`config.mk`:
```
export PLATFORM = sky130hd
export DESIGN_NAME = rx_66b_decode32
export DESIGN_NICKNAME = d
export VERILOG_FILES = /design/src/rtl/rx_66b_decode32.sv
export SDC_FILE = /design/constraint.sdc
export NUM_CORES = 1
export LEC_CHECK = 0
export BUFFER_PORTS_ARGS = -buffer_cell sky130_fd_sc_hd__buf_2
export CAP_MARGIN = 25
export CORE_UTILIZATION = 40
export DETAILED_ROUTE_END_ITERATION = 8
export SLEW_MARGIN = 20
export SYNTH_ARGS = -nofsm -noshare
export SYNTH_HDL_FRONTEND = slang
export SYNTH_SLANG_ARGS = --single-unit
```
`constraint.sdc`:
```
create_clock -name clk_i -period 3.3 [get_ports clk_i]
set_clock_uncertainty 0.15 [all_clocks]
set_input_delay 0.33 -clock clk_i [delete_from_list [all_inputs] [get_ports clk_i]]
set_output_delay 0.33 -clock clk_i [all_outputs]
set_load 0.05 [all_outputs]
```
`src/rtl/rx_66b_decode32.sv`:
```
// rx_66b_decode32: receive PCS stage between the GTH synchronous gearbox and
// the XGMII consumer. Acquires 64b/66b block lock with gearbox slip requests,
// descrambles the payload (x^58 + x^39 + 1) and decodes each 64-bit block into
// two 32-bit XGMII words that follow the gearbox data-valid cadence.
module rx_66b_decode32 #(
  parameter int LOCK_CNT     = 64,
  parameter int BAD_LIMIT    = 16,
  parameter int SLIP_WAIT    = 32,
  parameter bit DESCR_BYPASS = 1'b0
) (
  input  logic        clk_i,
  input  logic        rst_n_i,
  input  logic [31:0] rx_data_i,
  input  logic [1:0]  rx_header_i,
  input  logic        rx_header_v_i,
  input  logic        rx_data_v_i,
  output logic        rx_slip_o,
  output logic        block_lock_o,
  output logic [31:0] bad_hdr_cnt_o,
  output logic [31:0] xgmii_d_o,
  output logic [3:0]  xgmii_c_o,
  output logic        xgmii_v_o
);

  localparam logic [15:0] LOCK_LAST = 16'(LOCK_CNT - 1);
  localparam logic [15:0] BAD_LAST  = 16'(BAD_LIMIT - 1);
  localparam logic [15:0] WAIT_LAST = 16'(SLIP_WAIT - 1);
  localparam logic [63:0] IDLE_BLK  = {8{8'h07}};
  localparam logic [63:0] ERR_BLK   = {8{8'hFE}};

  typedef enum logic [1:0] {HUNT, WAIT_SLIP, LOCKED} lock_state_t;

  lock_state_t state, state_next;
  logic [15:0] good_cnt, good_next;
  logic [15:0] bad_cnt, bad_next;
  logic [15:0] win_cnt, win_next;
  logic [15:0] wait_cnt, wait_next;
  logic        slip_next;
  logic        bad_hdr_inc;

  logic [57:0] scr_state, scr_state_next;
  logic [31:0] descr_data;

  logic        prev_hdr;
  logic        hdr_word;
  logic        hdr_ok;
  logic        second_word;
  logic [31:0] lo_q;
  logic [1:0]  hdr_q;
  logic        hdr_bad_q;
  logic [31:0] hi_d;
  logic [3:0]  hi_c;

  logic [63:0] block;
  logic [63:0] payload;
  logic [63:0] dec_d;
  logic [7:0]  dec_c;
  logic        is_term;
  int          term_lanes;

  // A header is good only if it is 01/10 and the previous valid word was not also a header word.
  assign hdr_word    = rx_data_v_i && rx_header_v_i;
  assign hdr_ok      = (rx_header_i[0] ^ rx_header_i[1]) && !prev_hdr;
  assign second_word = rx_data_v_i && prev_hdr && !rx_header_v_i;
  assign block       = {descr_data, lo_q};
  assign payload     = {8'h00, block[63:8]};
  assign block_lock_o = (state == LOCKED);

  // Self-synchronous descrambler: each received scrambled bit, bit 0 first, is shifted into the state.
  always_comb begin
    scr_state_next = scr_state;
    descr_data     = '0;
    for (int i = 0; i < 32; i++) begin
      descr_data[i]  = rx_data_i[i] ^ scr_state_next[38] ^ scr_state_next[57];
      scr_state_next = {scr_state_next[56:0], rx_data_i[i]};
    end
    if (DESCR_BYPASS) descr_data = rx_data_i;
  end

  // Descrambler state advances only on valid gearbox words.
  always_ff @(posedge clk_i or negedge rst_n_i) begin
    if (!rst_n_i) scr_state <= '0;
    else if (rx_data_v_i) scr_state <= scr_state_next;
  end

  // Lock FSM next state: header counting in HUNT, slip back-off in WAIT, windowed bad count in LOCKED.
  always_comb begin
    state_next  = state;
    good_next   = good_cnt;
    bad_next    = bad_cnt;
    win_next    = win_cnt;
    wait_next   = wait_cnt;
    slip_next   = 1'b0;
    bad_hdr_inc = 1'b0;
    if (rx_data_v_i) begin
      case (state)
        HUNT: begin
          if (hdr_word) begin
            if (hdr_ok) begin
              if (good_cnt == LOCK_LAST) begin
                state_next = LOCKED;
                good_next  = '0;
                bad_next   = '0;
                win_next   = '0;
              end else begin
                good_next = good_cnt + 16'd1;
              end
            end else begin
              slip_next  = 1'b1;
              good_next  = '0;
              wait_next  = '0;
              state_next = WAIT_SLIP;
            end
          end
        end
        WAIT_SLIP: begin
          if (wait_cnt == WAIT_LAST) begin
            wait_next  = '0;
            state_next = HUNT;
          end else begin
            wait_next = wait_cnt + 16'd1;
          end
        end
        LOCKED: begin
          if (hdr_word) begin
            if (!hdr_ok) bad_hdr_inc = 1'b1;
            if (!hdr_ok && bad_cnt == BAD_LAST) begin
              slip_next  = 1'b1;
              state_next = WAIT_SLIP;
              wait_next  = '0;
              bad_next   = '0;
              win_next   = '0;
            end else if (win_cnt == LOCK_LAST) begin
              win_next = '0;
              bad_next = '0;
            end else begin
              win_next = win_cnt + 16'd1;
              if (!hdr_ok) bad_next = bad_cnt + 16'd1;
            end
          end
        end
        default: state_next = HUNT;
      endcase
    end
  end

  // Lock FSM state and counters; the slip request is a single-cycle pulse.
  always_ff @(posedge clk_i or negedge rst_n_i) begin
    if (!rst_n_i) begin
      state     <= HUNT;
      good_cnt  <= '0;
      bad_cnt   <= '0;
      win_cnt   <= '0;
      wait_cnt  <= '0;
      rx_slip_o <= 1'b0;
    end else begin
      rx_slip_o <= slip_next;
      if (rx_data_v_i) begin
        state    <= state_next;
        good_cnt <= good_next;
        bad_cnt  <= bad_next;
        win_cnt  <= win_next;
        wait_cnt <= wait_next;
      end
    end
  end

  // Saturating count of invalid headers observed while locked.
  always_ff @(posedge clk_i or negedge rst_n_i) begin
    if (!rst_n_i) bad_hdr_cnt_o <= '0;
    else if (bad_hdr_inc && bad_hdr_cnt_o != 32'hFFFF_FFFF) bad_hdr_cnt_o <= bad_hdr_cnt_o + 32'd1;
  end

  // Block decode of the assembled 64-bit block, evaluated in the cycle its second half arrives.
  always_comb begin
    dec_d      = IDLE_BLK;
    dec_c      = 8'hFF;
    is_term    = 1'b0;
    term_lanes = 0;
    if (state != LOCKED) begin
      dec_d = IDLE_BLK;
    end else if (hdr_bad_q) begin
      dec_d = ERR_BLK;
    end else if (hdr_q == 2'b01) begin
      dec_d = block;
      dec_c = 8'h00;
    end else begin
      case (block[7:0])
        8'h1E: begin
          for (int k = 0; k < 8; k++)
            if (block[8+7*k +: 7] != 7'h00) dec_d[8*k +: 8] = 8'hFE;
        end
        8'h78: begin
          dec_d = {block[63:8], 8'hFB};
          dec_c = 8'h01;
        end
        8'h33: begin
          dec_d = {block[63:40], 8'hFB, 32'h07070707};
          dec_c = 8'h1F;
        end
        8'h87: begin is_term = 1'b1; term_lanes = 0; end
        8'h99: begin is_term = 1'b1; term_lanes = 1; end
        8'hAA: begin is_term = 1'b1; term_lanes = 2; end
        8'hB4: begin is_term = 1'b1; term_lanes = 3; end
        8'hCC: begin is_term = 1'b1; term_lanes = 4; end
        8'hD2: begin is_term = 1'b1; term_lanes = 5; end
        8'hE1: begin is_term = 1'b1; term_lanes = 6; end
        8'hFF: begin is_term = 1'b1; term_lanes = 7; end
        8'h4B: dec_d = IDLE_BLK;
        default: dec_d = ERR_BLK;
      endcase
      if (is_term) begin
        for (int k = 0; k < 8; k++) begin
          if (k < term_lanes) begin
            dec_d[8*k +: 8] = payload[8*k +: 8];
            dec_c[k]        = 1'b0;
          end else if (k == term_lanes) begin
            dec_d[8*k +: 8] = 8'hFD;
          end
        end
      end
    end
  end

  // Block assembly and output staging: low half leaves with the second word, high half with the next.
  always_ff @(posedge clk_i or negedge rst_n_i) begin
    if (!rst_n_i) begin
      prev_hdr  <= 1'b0;
      lo_q      <= '0;
      hdr_q     <= 2'b00;
      hdr_bad_q <= 1'b0;
      hi_d      <= 32'h07070707;
      hi_c      <= 4'hF;
      xgmii_d_o <= 32'h07070707;
      xgmii_c_o <= 4'hF;
      xgmii_v_o <= 1'b0;
    end else begin
      xgmii_v_o <= rx_data_v_i;
      if (rx_data_v_i) begin
        prev_hdr <= rx_header_v_i;
        if (rx_header_v_i) begin
          lo_q      <= descr_data;
          hdr_q     <= rx_header_i;
          hdr_bad_q <= !hdr_ok;
        end
        if (second_word) begin
          xgmii_d_o <= dec_d[31:0];
          xgmii_c_o <= dec_c[3:0];
          hi_d      <= dec_d[63:32];
          hi_c      <= dec_c[7:4];
        end else begin
          xgmii_d_o <= hi_d;
          xgmii_c_o <= hi_c;
        end
      end
    end
  end

endmodule

```
# Yosys cells after proc, flatten, opt, wreduce, memory -nomap -nowiden
# Index checks and enable logic that the tools add are counted.
# W data, S select, Z words.
[word_totals]
reg_bits = 266
wordCells = 249
[op_classes]
add_sub_neg = 5
n_lt_le_gt_ge = 8
n_eq_ne = 37
n_mux = 87
bitwise = 65
reduce_logical = 30
[ops]
columns = ["cell", "count"]
rows = [
  ["$mux W16", 17],
  ["$mux W64", 4],
  ["$pmux W64 S4", 1],
  ["$mux W8", 28],
  ["$eq A4 B32 Y1 const A", 4],
  ["$lt A4 B32 Y1 const A", 4],
  ["$mux W32", 4],
  ["$xor A1 B1 Y1", 65],
  ["$add A16 B1 Y16 const B", 4],
  ["$eq A3 B32 Y1 const A", 2],
  ["$eq A8 B8 Y1 const B", 8],
  ["$lt A3 B32 Y1 const A", 2],
  ["$pmux W16 S2", 2],
  ["$reduce_bool A7 Y1", 8],
  ["$pmux W16 S3", 1],
  ["$add A32 B1 Y32 const B", 1],
  ["$eq A16 B6 Y1 const B", 2],
  ["$eq A2 B32 Y1 const A", 1],
  ["$logic_not A32 Y1", 1],
  ["$lt A1 B32 Y1 const A", 1],
  ["$lt A2 B32 Y1 const A", 1],
  ["$ne A32 B32 Y1 const B", 1],
  ["$pmux W3 S7", 1],
  ["$mux W1", 19],
  ["27 further kinds", 50],
]

# Longest topological paths before layout
[depth]
ltp_word = 13
depth_mapped = 9
mapped_depth_nobuf = 7

# Least setup slack after synthesis
# OpenSTA, ideal clock, no wires.
[synth_timing]
path_type = "register to register"
startpoint = "reg bad_hdr_cnt_o[5]"
endpoint = "reg bad_hdr_cnt_o[24]"
arrival_time_ns = 2.280
path_slack_ns = 0.729
stages_incl_launch_ff = 8
path_buffers = 1
path_cell_list = "dfrtp_1 > and4_1 > and4_1 > clkbuf_1 > nand2_1 > nor4_1 > nand4_1 > xnor2_1"
[synth_via]
elab_chain_len = 2
word_cells_on_any_way = 3
cone_classes = "add/sub: 1; eq/ne: 1; reduce/logical: 1"
[synth_rtl]
columns = ["item", "line_no", "text"]
rows = [
  ["start, declared", "19", "output logic [31:0] bad_hdr_cnt_o,"],
  ["start signal, assigned", "171", "else if (bad_hdr_inc && bad_hdr_cnt_o != 32'hFFFF_FFFF) bad_hdr_cnt_o <= bad_hdr_cnt_o + 32'd1;"],
  ["branches (longest 2 deep; another with $add A32 B1 Y32)", "n/a", ""],
]
# Parallel ways; which one is timed is not known.
# A chain may end at the register's enable or synchronous reset.

# Worst setup path in the final report
[layout_timing]
startpoint = "reg lo_q[3]"
endpoint = "reg xgmii_d_o[24]"
[layout_via]
elab_chain_len = 13
word_cells_on_any_way = 32
cone_classes = "order compare: 1; eq/ne: 13; mux: 16; reduce/logical: 2"
[layout_rtl]
columns = ["item", "line_no", "text"]
rows = [
  ["start, declared", "48", "logic [31:0] lo_q;"],
  ["start signal, assigned", "242", "lo_q <= descr_data;"],
  ["branches (longest 8 deep; another with $lt A3 B32 Y1)", "n/a", ""],
  ["$mux W64 *", "212", "if (is_term) begin"],
  ["$mux W64 *", "184", "end else if (hdr_q == 2'b01) begin"],
  ["$mux W64 *", "182", "end else if (hdr_bad_q) begin"],
  ["$mux W64 *", "180", "if (state != LOCKED) begin"],
  ["$mux W32 *", "246", "if (second_word) begin"],
  ["end signal, assigned", "247", "xgmii_d_o <= dec_d[31:0];"],
  ["end signal, assigned", "252", "xgmii_d_o <= hi_d;"],
  ["end, declared", "20", "output logic [31:0] xgmii_d_o,"],
]
# Mark *: on every way between the ends. The select of a mux whose other input is x is not followed.

==> flow_summary.toml <==
[floorplanning]
die_w_um = 190.2
coreArea_um2 = 34710
placement_rows = 68
die_h_um = 190.2
pin_count = 109
dieArea_um2 = 36160
initial_core_util_pct = 40.79

[logic_synthesis]
synth_most_common_cell = "dfrtp_1"
synthMuxAreaShare_pct = 5.160
synth_compound_area_share_pct = 16.25
ys_async_sr_fraction_pct = 100.0
synth.distinct_cells = 80
yosysSeqAreaShare_pct = 47.29
synth_top_family_by_area = "simple AND/OR/NAND/NOR gates"
synthAdderAreaFrac_pct = 0.4418
synthCells = 1454
synthXorXnorAreaFrac_pct = 8.632
synth_simple_gate_area_share_pct = 19.61
yosys.area.top_type = "dfrtp_1"
syn_avg_cell_area_um2 = 9.739
netlist.area_leader.share_pct = 41.35
synth_area_um2 = 14160
synth-edff-count = 0
yosysWarnings = 0
synth_commonest_cells = "dfrtp_1 (234), nand2_1 (154), o21ai_0 (141)"
synth.area.top_cells = "dfrtp_1 (41%), dfstp_2 (5.9%), mux2_2 (5.1%)"
ys.flop_type = "dfrtp_1"
synth_nets = 1497
ys_ff_latch = 266

[power]
leakage_nw = 7.258
clockPowerShare_pct = 36.5
p_seq_share_pct = 42.8
p_comb_share_pct = 20.6
switching_power_w = 0.003009
p_int_w = 0.006262
p_per_area_nw_per_um2 = 555.5
p_sw_share_pct = 32.45
ir_worst_vdd_uv = 405.3
power.total_w = 0.009271

[global_routing]
track_usage_pct = 23.98
grt_pass1_vias = 11660
grt_start_max_net_pins = 79
globalRouteOverflowTotal = 0
antenna_found_initial = 0
grt_pass1_wl_mm = 67.70

[worst_setup_path]
critPathTopFamily = "simple AND/OR/NAND/NOR gates"
slowest_stage = "a2111oi_0"
startpoint = "lo_q[3]$_DFFE_PN0P_"
crit_arrival_ns = 3.51
start_kind = "flop"
slowest_delay_ns = 0.65
reg2reg_slack_ns = 0.13
cp-end-kind = "flop"
cp_max_fo = 14
worstPathCellList = "nand4_1 > a21o_1 > nand3_2 > or3_1 > a2111oi_0 > nor3_1"
reg2regPathDepth = 6
r2r_start = "lo_q[3]$_DFFE_PN0P_"
timing.rr.end = "xgmii_d_o[24]$_DFFE_PN1P_"
path_class = "flop to flop"
cp.required_ns = 3.64
worstPathBufferInverterCount = 0

[clocking]
clock_latency_ns = 0.59
cts.reportedPaths.clkPinSlew_ns = 0.06
cts_tree = "done"
clock-sinks = 266
cts_buffers = 30
h-tree-depth = 1
cts-root-buf = "clkbuf_16"
clock_path_buffers = 3

[final_layout]
final_area_um2 = 16690
antenna_cells = 0
layout-drive-gt1-share_pct = 20.22
syn2layout_area_growth_pct = 17.86
final_nets = 1636
final_cells = 2072

[timing]
worst_slack_ns = 0.1269
max_slew.worst_pin.slew_ns = 0.9470
slew-limit-headroom_pct = 36.28
final.min_clock_period_ns = 3.173
fmax_mhz = 315.1
drv_slew = 0
hold_violations = 0
rsz0062_at_grt = "no"
fin_setup_tns_ns = 0
final.period_utilization_pct = 96.16
setup_viol = 0

[drt]
num_vias = 12030
routedWlPerCell_um = 20.71
drt_iter0_markers = 1062
drcViolationCount = 0
routed_wl_mm = 42.91
ant_nets = 0
vias_per_cell = 5.807
dr.pass1.iters = 5

[place]
dp_hpwl_mm = 29.91
preCtsSetupSlack_ns = 0.2742
dpl_cell_area_um2 = 15330
io_buffers = 108
dp.cells = 1980
place_congestion = 0.9717

[hold_path]
worstHoldEndpoint = "hdr_bad_q$_DFFE_PN0P_"
min-delay-start = "rx_header_v_i"
hold_depth = 3
holdCritPathClass = "primary input to flop"

[flow_run]
maxCapViolations = 0

[outcome]
status = "finished clean"
-- power groups by stage --
stage	logic (W)	clock network, W	registers, W
global route	0.00205	0.00359	0.00401
global placement	0.00183	0	0.00400
CTS	0.00188	0.00344	0.00396
floorplan	0.00109	0	0.00397
finish	0.00191	0.00339	0.00397
detailed placement	0.00184	0	0.00401
-- tightest hold or removal path, delay by kind of cell --
kind	cells	cell delay, ns
simple gates	1	0.15
buf+inv	1	0.15
compound gates	1	0.10
-- flip-flops by register name, summed over array words and instances, names as in the netlist, 2 cells and up --
| register | cells |
|---|---|
| xgmii_d_o | 32 |
| bad_cnt | 16 |
| scr_state | 58 |
| state | 2 |
| win_cnt | 16 |
| bad_hdr_cnt_o | 32 |
| xgmii_c_o | 4 |
| hi_d | 32 |
| lo_q | 32 |
| hi_c | 4 |
| good_cnt | 16 |
| hdr_q | 2 |
| wait_cnt | 16 |
-- layout make-up --
cell class	count	area (um^2)
tap	455	569.3
fill	3315	18020
multi-input combinational	1093	7107
timing repair buffer	188	1269
inverter	14	52.55
clock inverter	8	75.07
sequential	266	6696
clock buffer	48	920.9
-- cell usage in the layout (no fill, tap or decap), types with 10 or more instances in the layout --
cell and count:
a31oi_1 21, xor2_1 27, o21ai_0 141, nand3_1 53
inv_1 13, a21oi_1 75, clkbuf_16 32, buf_4 43
xnor2_1 74, o31ai_1 23, nor4bb_1 12, dfrtp_1 234
dfstp_2 32, mux2_2 64, nand2_1 153, nor3_1 28
buf_2 106, nand2b_1 17, nor2_1 121, nor4_1 22
nand4_1 32, clkbuf_1 10, or3_1 10, xnor3_1 15
and3_1 25, dlygate4sd3_1 36
-- worst max-delay path by stage --
stage / end / slack [ns] / cells past startpoint
3_3_place_gp: xgmii_d_o[24]$_DFFE_PN1P_ / 0.29 / 6
5_1_grt: xgmii_d_o[28]$_DFFE_PN0P_ / 0.03 / 6
2_1_floorplan: bad_hdr_cnt_o[24]$_DFFE_PN0P_ / 0.73 / 7
4_1_cts: xgmii_d_o[24]$_DFFE_PN1P_ / 0.26 / 6
6_report: xgmii_d_o[24]$_DFFE_PN1P_ / 0.13 / 6
3_5_place_dp: xgmii_d_o[24]$_DFFE_PN1P_ / 0.27 / 6
-- repair_timing --
action | in CTS | in global routing
setup buffers | 0 | 0
hold buffers | 36 | 0
resized for setup | 0 | 0
hold endpoints to repair | 110 | 0
-- per-layer routing --
metal	part of all wire (%)	GRT usage, %	up-vias
li1	-	-	5570
met1	46	34.84	5929
met2	44	35.72	451
met3	8.1	4.962	82
met4	2.4	7.262	0
met5	0	0	-
-- stage by stage --
step | util [%] | hold slack, ns
5_1_grt | 48.08 | 0.1086
4_1_cts | 48.08 | 0.05398
3_3_place_gp | 44.17 | 0.2169
3_5_place_dp | 44.17 | 0.2181
2_1_floorplan | - | -0.1156
6_report | 48.08 | 0.07764
-- kinds of logic (layout without fill, tap and decap cells) --
family	count (synthesis)	after routing
simple gates	538	538
compound gates	369	369
flops	266	266
xor+xnor	116	116
buf+inv	95	258
mux	65	65
fa+ha+maj	5	5
Power figures use the tool's default switching activity.
